==> src/rtl/mem_wb_lsu.sv <==
// Memory-access stage and MEM/WB pipeline register with a req/ack data-memory port.
// Optional MEM_TIMEOUT_EN: abort a WAIT after TIMEOUT_CYCLES without ack (reported on misalign_o).
module mem_wb_lsu #(
  parameter int TIMEOUT_CYCLES = 64,
  parameter int CNT_W          = 7
) (
  input  logic        clk_i,
  input  logic        start_i,
  input  logic [31:0] pc_i,
  input  logic [31:0] ALUResult_i,
  input  logic [31:0] VALUResult_i,
  input  logic [31:0] RDData_i,
  input  logic [4:0]  RDaddr_i,
  input  logic [31:0] instr_i,
  input  logic        RegWrite_i,
  input  logic        MemToReg_i,
  input  logic        MemRead_i,
  input  logic        MemWrite_i,
  output logic        stall_o,
  output logic        dmem_req_o,
  output logic        dmem_we_o,
  output logic [31:0] dmem_addr_o,
  output logic [31:0] dmem_wdata_o,
  output logic [3:0]  dmem_be_o,
  input  logic        dmem_ack_i,
  input  logic [31:0] dmem_rdata_i,
  output logic        misalign_o,
  output logic [31:0] pc_o,
  output logic [31:0] instr_o,
  output logic [31:0] VALUResult_o,
  output logic [31:0] ALUResult_o,
  output logic [31:0] WBData_o,
  output logic [4:0]  RDaddr_o,
  output logic        RegWrite_o
);

  typedef enum logic [1:0] {S_IDLE, S_WAIT, S_DONE} state_t;

  state_t      state, next_state;
  logic        mem_op, misaligned, timeout, err_q;
  logic [2:0]  funct3, f3_q;
  logic [1:0]  off_q;
  logic [3:0]  be_c;
  logic [31:0] wdata_c, load_ext, load_q;
  logic [7:0]  byte_sel;
  logic [15:0] half_sel;

  assign mem_op  = MemRead_i | MemWrite_i;
  assign funct3  = instr_i[14:12];
  assign stall_o = mem_op & (state != S_DONE);

  // Lane placement: narrow store data is replicated so any byte/half lane sees it.
  always_comb begin
    misaligned = 1'b0;
    be_c       = 4'b1111;
    wdata_c    = RDData_i;
    case (funct3[1:0])
      2'b00: begin
        be_c    = 4'b0001 << ALUResult_i[1:0];
        wdata_c = {4{RDData_i[7:0]}};
      end
      2'b01: begin
        misaligned = ALUResult_i[0];
        be_c       = ALUResult_i[1] ? 4'b1100 : 4'b0011;
        wdata_c    = {2{RDData_i[15:0]}};
      end
      default: misaligned = |ALUResult_i[1:0];
    endcase
  end

  always_comb begin
    byte_sel = dmem_rdata_i[7:0];
    case (off_q)
      2'd1:    byte_sel = dmem_rdata_i[15:8];
      2'd2:    byte_sel = dmem_rdata_i[23:16];
      2'd3:    byte_sel = dmem_rdata_i[31:24];
      default: byte_sel = dmem_rdata_i[7:0];
    endcase
    half_sel = off_q[1] ? dmem_rdata_i[31:16] : dmem_rdata_i[15:0];
    case (f3_q)
      3'b000:  load_ext = {{24{byte_sel[7]}}, byte_sel};
      3'b001:  load_ext = {{16{half_sel[15]}}, half_sel};
      3'b100:  load_ext = {24'd0, byte_sel};
      3'b101:  load_ext = {16'd0, half_sel};
      default: load_ext = dmem_rdata_i;
    endcase
  end

`ifdef MEM_TIMEOUT_EN
  logic [CNT_W-1:0] cnt;

  always_ff @(posedge clk_i or negedge start_i) begin
    if (!start_i)
      cnt <= '0;
    else if (state == S_WAIT && !dmem_ack_i)
      cnt <= cnt + CNT_W'(1);
    else
      cnt <= '0;
  end

  assign timeout = (state == S_WAIT) && !dmem_ack_i && (cnt == CNT_W'(TIMEOUT_CYCLES - 1));
`else
  logic unused_cfg;
  assign unused_cfg = (TIMEOUT_CYCLES > CNT_W);
  assign timeout    = 1'b0;
`endif

  always_ff @(posedge clk_i or negedge start_i) begin
    if (!start_i) state <= S_IDLE;
    else          state <= next_state;
  end

  always_comb begin
    next_state = state;
    case (state)
      S_IDLE:  if (mem_op) next_state = misaligned ? S_DONE : S_WAIT;
      S_WAIT:  if (dmem_ack_i || timeout) next_state = S_DONE;
      S_DONE:  next_state = S_IDLE;
      default: next_state = S_IDLE;
    endcase
  end

  // While stalled the MEM/WB register holds its fields and only RegWrite_o is forced to a bubble.
  always_ff @(posedge clk_i or negedge start_i) begin
    if (!start_i) begin
      dmem_req_o   <= 1'b0;
      dmem_we_o    <= 1'b0;
      dmem_addr_o  <= '0;
      dmem_wdata_o <= '0;
      dmem_be_o    <= '0;
      misalign_o   <= 1'b0;
      pc_o         <= '0;
      instr_o      <= '0;
      VALUResult_o <= '0;
      ALUResult_o  <= '0;
      WBData_o     <= '0;
      RDaddr_o     <= '0;
      RegWrite_o   <= 1'b0;
      err_q        <= 1'b0;
      load_q       <= '0;
      off_q        <= '0;
      f3_q         <= '0;
    end else begin
      misalign_o <= 1'b0;
      case (state)
        S_IDLE: begin
          if (!mem_op) begin
            pc_o         <= pc_i;
            instr_o      <= instr_i;
            VALUResult_o <= VALUResult_i;
            ALUResult_o  <= ALUResult_i;
            WBData_o     <= ALUResult_i;
            RDaddr_o     <= RDaddr_i;
            RegWrite_o   <= RegWrite_i;
          end else begin
            RegWrite_o <= 1'b0;
            err_q      <= misaligned;
            load_q     <= '0;
            if (misaligned) begin
              misalign_o <= 1'b1;
            end else begin
              dmem_req_o   <= 1'b1;
              dmem_we_o    <= MemWrite_i;
              dmem_addr_o  <= {ALUResult_i[31:2], 2'b00};
              dmem_be_o    <= be_c;
              dmem_wdata_o <= wdata_c;
              off_q        <= ALUResult_i[1:0];
              f3_q         <= funct3;
            end
          end
        end
        S_WAIT: begin
          RegWrite_o <= 1'b0;
          if (dmem_ack_i) begin
            dmem_req_o <= 1'b0;
            load_q     <= load_ext;
          end else if (timeout) begin
            dmem_req_o <= 1'b0;
            misalign_o <= 1'b1;
            err_q      <= 1'b1;
          end
        end
        S_DONE: begin
          pc_o         <= pc_i;
          instr_o      <= instr_i;
          VALUResult_o <= VALUResult_i;
          ALUResult_o  <= ALUResult_i;
          WBData_o     <= MemToReg_i ? load_q : ALUResult_i;
          RDaddr_o     <= RDaddr_i;
          RegWrite_o   <= RegWrite_i & ~MemWrite_i & ~err_q & (RDaddr_i != 5'd0);
          err_q        <= 1'b0;
        end
        default: RegWrite_o <= 1'b0;
      endcase
    end
  end

endmodule

==> config.mk <==
export PLATFORM = sky130hd
export DESIGN_NAME = mem_wb_lsu
export DESIGN_NICKNAME = d
export VERILOG_FILES = /design/src/rtl/mem_wb_lsu.sv
export SDC_FILE = /design/constraint.sdc
export NUM_CORES = 1
export LEC_CHECK = 0
export CELL_PAD_IN_SITES_DETAIL_PLACEMENT = 1
export CELL_PAD_IN_SITES_GLOBAL_PLACEMENT = 2
export CORE_AREA = 2 2 200 202
export CTS_BUF_LIST = sky130_fd_sc_hd__clkbuf_16
export DETAILED_ROUTE_END_ITERATION = 8
export DIE_AREA = 0 0 202 204
export PLACE_DENSITY = 0.84
export SETUP_SLACK_MARGIN = 0.5
export SLEW_MARGIN = 20
export SYNTH_ARGS = -nofsm -noshare
export SYNTH_HDL_FRONTEND = slang
export SYNTH_SLANG_ARGS = --single-unit
==> constraint.sdc <==
create_clock -name clk_i -period 5.3 [get_ports clk_i]
set_input_delay 1.06 -clock clk_i [delete_from_list [all_inputs] [get_ports clk_i]]
set_output_delay 1.06 -clock clk_i [all_outputs]
set_load 0.01 [all_outputs]
; ---- Word level (Yosys, flattened, before mapping)
; Cells that the tools add are included.
; W data, S select, Z words.
[op_classes]
n_eq_ne = 14
muxes = 37
shift = 1
bitwise = 8
n_reduce_logical = 13
[op_table]
columns = operator, count
row1 = $pmux W32 S2, 7
row2 = $mux W32, 7
row3 = $pmux W32 S4, 1
row4 = $pmux W8 S3, 1
row5 = $mux W16, 1
row6 = $ne A2 B2 Y1 const B, 5
row7 = $pmux W5 S2, 1
row8 = $mux W1, 8
row9 = $pmux W1 S2, 4
row10 = $pmux W4 S2, 1
row11 = $eq A2 B1 Y1 const B, 3
row12 = $eq A2 B2 Y1 const B, 3
row13 = $eq A3 B3 Y1 const B, 2
row14 = $mux W2, 3
row15 = $reduce_and A2 Y1, 3
row16 = $reduce_and A3 Y1, 2
row17 = $mux W5, 1
row18 = $reduce_bool A5 Y1, 1
row19 = $and A1 B1 Y1, 4
row20 = $logic_not A2 Y1, 2
row21 = $mux W4, 1
row22 = $pmux W2 S2, 1
row23 = $reduce_and A4 Y1, 1
row24 = $reduce_bool A2 Y1, 2
row25 = other kinds (6), 8
[totals]
register_bits = 275
input_bits = 204
wordCells = 91
output_inout_bits = 238

; ---- Longest topological paths before layout
[logic_depth]
depth_word = 5
mapped_depth = 7

; ---- Worst setup path after synthesis
; No wires, ideal clock.
[synth_timing]
path_kind = input-to-reg
start = input MemWrite_i
end = register dmem_addr_o[10]
path_stages = 7
arrival_time_ps = 2455
required_time_ps = 5175
setup_slack_ps = 2720
cell_sequence = nor2_1 -> a211o_1 -> buf_6 -> or3_4 -> buf_6 -> buf_6 -> mux2_4
[synth_between]
elab_chain_cells = 2
[synth_lines]
columns = item, line_no
row1 = "start, declared", 18  ; input logic MemWrite_i,
row2 = $or A1 B1 Y1, 48  ; assign mem_op = MemRead_i | MemWrite_i;
row3 = $reduce_and A3 Y1 (no line), -
row4 = "end signal, assigned", 164  ; dmem_addr_o <= {ALUResult_i[31:2], 2'b00};
row5 = "end, declared", 22  ; output logic [31:0] dmem_addr_o,
; No other way between the ends.
; A chain may end at the register's enable or synchronous reset.

; ---- Worst setup path after layout
[layout_timing]
start = input MemWrite_i
end = output stall_o
[layout_between]
elab_chain_cells = 2
[layout_lines]
columns = item, line_no
row1 = $or A1 B1 Y1, 48
row2 = $and A1 B1 Y1, 50  ; assign stall_o = mem_op & (state != S_DONE);
row3 = "end, declared", 19  ; output logic stall_o,
; No other way between the ends.

==> results.txt <==
Among the stages of the critical path, the cell type that occurs most often is sky130_fd_sc_hd__clkdlybuf4s50_1. The maximum number of pins on one net before global-route repair came out at 113. In this run, the clock network consumes 20.3% of the power.

The congestion estimate from routability-driven global placement came to 0.768. The worst ir drop on vdd came out at 0.000370 V. The routed length per placed instance came out at 21.1 um.

Broken down by cell family, the worst path's largest delay share belongs to buffers and inverters. The total number of placement rows came out at 73. The hold violation total from the final report came out at 0. The largest incremental delay on the critical path is 0.53 ns.

The overall overflow remaining after global route is 0. The clock period minus worst slack came out at 3.56 ns. For this block, the initial DRC count from the detailed router was 291. In this run, synthesis inferred 0 flip-flops with an integrated enable. Cells with a size suffix above 1 make up 23.1% of the layout. The final cycle utilization of the critical path is 67.2%. The worst-case headroom to the max-slew limit is 38.2%. In this run the cell area of the synthesized design comes to 11,600 sq um.

The number of antenna violations at the first check in global routing is 2. Detailed placement ended at an HPWL of 27,500 um. During I/O placement, the number of pins put on the boundary was 442. The floorplan die area is 41,200 sq um.

Timing would allow up to 281 MHz. CTS built an H-tree with a depth of 2. For the worst-skew pair, the clock arrives at the later sink with an insertion delay of 0.53 ns. The internal power component came out at 7.51 mW. In this run, flip-flops and latches consume 34.3% of the power.

The run finished with clean final reports. The die is 202 um wide. Per report_power, the combinational group accounts for 45.4% of the total. The CTS tree is built.

The count of buffers from port buffering came out at 439. The initial standard-cell utilization of the core came out at 29.5%. In this run the critical register-to-register path is captured at dmem_wdata_o[26]. The global-route wire length before repair is 58,300 um.

Of the total power, the share spent switching nets is 32.9%. Wires add up to 38,200 um. In this run, distinct cell masters in the synthesized netlist total 38. The cell depth of the worst flop-to-flop path came out at 5.

The cell leakage power came out at 7.58 nW. The type of the tightest min-delay check is input pin to asynchronous set/reset pin. The count of synthesis-stage warnings from yosys is 0. The first detailed-routing pass ran for 4 iterations. The setup slack of the most critical reg-to-reg path is 2.63 ns. After synthesis the netlist holds a flip-flop and latch count of 275. The via count of the first global-routing pass is 9,383. The clock-pin slew on the worst setup and hold paths is 0.06 ns. The number of vias in the routed layout came out at 8,402. The post-CTS setup-driven buffer insertion count is 0. In this run the power spent charging and discharging nets is 3.69 mW. The die extent in y is 204 um. The post-synthesis sequential area ratio is 59.5%.

The number of gates given a new drive strength after cts came out at 0. The total power is 11.2 mW. The number of vias per cell after detailed routing is 4.63. TritonCTS created 34 clock buffers.

The startpoint of the worst register-to-register path is state[0]. STA classifies the critical path endpoint as an output port. In this run the deepest clock path goes through 3 buffers.

The critical path data arrival time is 2.50 ns. The worst setup path is launched from an input pin. The instance count of the mapped netlist came out at 837.

In the synthesized netlist the dominant register cell turns out to be sky130_fd_sc_hd__dfrtp_1. For this design, the CTS-stage hold fixing added 0 buffers. At the end of the flow the core is filled with cells to 44.8%. Setup repair after global routing left no endpoint under its margin. The critical path goes through clkdlybuf4s50_1, nor2_1, a21oi_1, clkdlybuf4s50_1. After synthesis, the mean cell area works out to 13.8 sq um.

After filler insertion, the fill cell instance count of the layout stands at 4,038. The worst clock skew is 0.0176 ns. In this run the clock root is driven by a sky130_fd_sc_hd__clkbuf_16.

The count of buffering cells on the critical path with inverters included came out at 2. The total of endpoints with negative setup slack in the final report is 0. The worst hold slack after final layout came out at 0.429 ns. In this run the remaining antenna-violating nets after routing total 0. The total DRC errors in the routed layout came out at 0. For this run, asynchronously set or reset flops after synthesis account for 100%. The area of the core is 39,200 sq um.

The cell area power density came out at 638 nW/um^2. For this design, the slowest cell found on the critical path is sky130_fd_sc_hd__clkdlybuf4s50_1. The data required time at the worst endpoint came out at 4.24 ns.

Compared with the post-synthesis result, the final layout area differs by 51.7%. The number of max-slew violations in the final report is 0. The total negative slack for setup checks is 0 ns. For this run, the post-layout net count is 1,472. The kind of critical path is input pin to output port. Global routing used 18.5% of the available tracks across all layers. Of all nets on the critical path, the largest fanout is 5. The max-capacitance violation count is 0. The number of sinks on the clock net is 275. The slew at the pin closest to its max-slew limit came out at 0.927 ns.
registers in the layout, indices dropped and copies added, names as in the netlist, 3 cells and up:
signal and count:
WBData_o 32, RDaddr_o 5, dmem_addr_o 30, f3_q 3
pc_o 32, VALUResult_o 32, dmem_wdata_o 32, load_q 32
ALUResult_o 32, dmem_be_o 4, instr_o 32
through the flow:
stage                     setup WS (ns)  std cells  instance area (sq um)
after floorplan                    2.72        838                  11600
after CTS                          1.72       1815                  17500
final                              1.74       1816                  17600
after detailed placement           1.30       1757                  16500
after global placement             1.32       1757                  16500
after global routing               1.65       1816                  17600
metal layers:
metal,track usage (%),share of wire (%),vias up
li1,-,-,3852
met1,22.1,41,4211
met2,31.8,49,290
met3,5.76,7.6,47
met4,5.70,2.2,2
met5,0,0.034,-
power by group through the flow:
stage                     sequential [mW]  combinational, mW  clock (mW)
after CTS                            3.85               5.19        2.35
after detailed placement             3.87               5.16           0
after floorplan                      4.10               2.17           0
after global routing                 3.99               5.45        2.43
final                                3.84               5.09        2.27
after global placement               3.81               5.06           0
cells by family (layout without fill, tap and decap cells):
family / count (synthesis) / count (layout) / synth area share (%)
buffers and inverters: 62 / 514 / 2.69
other: 1 / 3 / 0.0324
AO/OA/AOI/OAI: 132 / 132 / 7.63
AND/OR/NAND/NOR: 125 / 125 / 4.90
flip-flops: 275 / 275 / 59.5
multiplexers: 242 / 242 / 25.3
Yosys cell counts, types with 2 or more instances:
cell type | n | area, sq um
sky130_fd_sc_hd__inv_1 | 4 | 15.0
sky130_fd_sc_hd__nor3_1 | 3 | 15.0
sky130_fd_sc_hd__buf_2 | 9 | 45.0
sky130_fd_sc_hd__buf_1 | 2 | 7.51
sky130_fd_sc_hd__o22ai_1 | 13 | 81.3
sky130_fd_sc_hd__a21o_1 | 9 | 67.6
sky130_fd_sc_hd__buf_4 | 2 | 15.0
sky130_fd_sc_hd__mux2_2 | 170 | 1910
sky130_fd_sc_hd__nand2_1 | 80 | 300
sky130_fd_sc_hd__a21oi_1 | 21 | 105
sky130_fd_sc_hd__buf_6 | 8 | 90.1
sky130_fd_sc_hd__dfrtp_1 | 275 | 6880
sky130_fd_sc_hd__a22o_1 | 22 | 193
sky130_fd_sc_hd__o21ai_0 | 30 | 150
sky130_fd_sc_hd__mux2_4 | 55 | 826
sky130_fd_sc_hd__mux2i_1 | 16 | 160
sky130_fd_sc_hd__o21bai_1 | 2 | 15.0
sky130_fd_sc_hd__nor2_1 | 12 | 45.0
sky130_fd_sc_hd__clkbuf_1 | 37 | 139
sky130_fd_sc_hd__o31ai_1 | 3 | 22.5
sky130_fd_sc_hd__and3b_1 | 2 | 17.5
sky130_fd_sc_hd__nand2b_1 | 20 | 125
sky130_fd_sc_hd__a22oi_1 | 27 | 203
cells in the final DEF, fill, tap and decap left out, types with 21 or more instances in the layout:
| cell type | count |
|---|---|
| sky130_fd_sc_hd__clkdlybuf4s50_1 | 438 |
| sky130_fd_sc_hd__a22oi_1 | 27 |
| sky130_fd_sc_hd__clkbuf_16 | 35 |
| sky130_fd_sc_hd__a21oi_1 | 21 |
| sky130_fd_sc_hd__dfrtp_1 | 275 |
| sky130_fd_sc_hd__nand2_1 | 80 |
| sky130_fd_sc_hd__mux2_2 | 170 |
| sky130_fd_sc_hd__o21ai_0 | 29 |
| sky130_fd_sc_hd__mux2_4 | 55 |
| sky130_fd_sc_hd__a22o_1 | 22 |
worst max-delay path by stage:
stage,start,to,cells past startpoint
floorplan,MemWrite_i,dmem_addr_o[10],7
global placement,instr_i[12],dmem_wdata_o[2],7
detailed placement,instr_i[12],dmem_wdata_o[8],7
CTS,MemWrite_i,stall_o,4
global route,MemWrite_i,stall_o,4
finish,MemWrite_i,stall_o,4
final cells by class:
cell class | instances | area [sq um] | area share, %
tap | 525 | 657 | 3.74
clock inverter | 23 | 198 | 1.13
sequential | 275 | 6880 | 39.2
timing repair buffer | 452 | 4520 | 25.8
multi-input combinational | 501 | 4400 | 25.1
inverter | 4 | 15.0 | 0.0855
antenna | 1 | 2.50 | 0.0143
clock buffer | 35 | 876 | 4.99
Power figures use the tool's default switching activity.
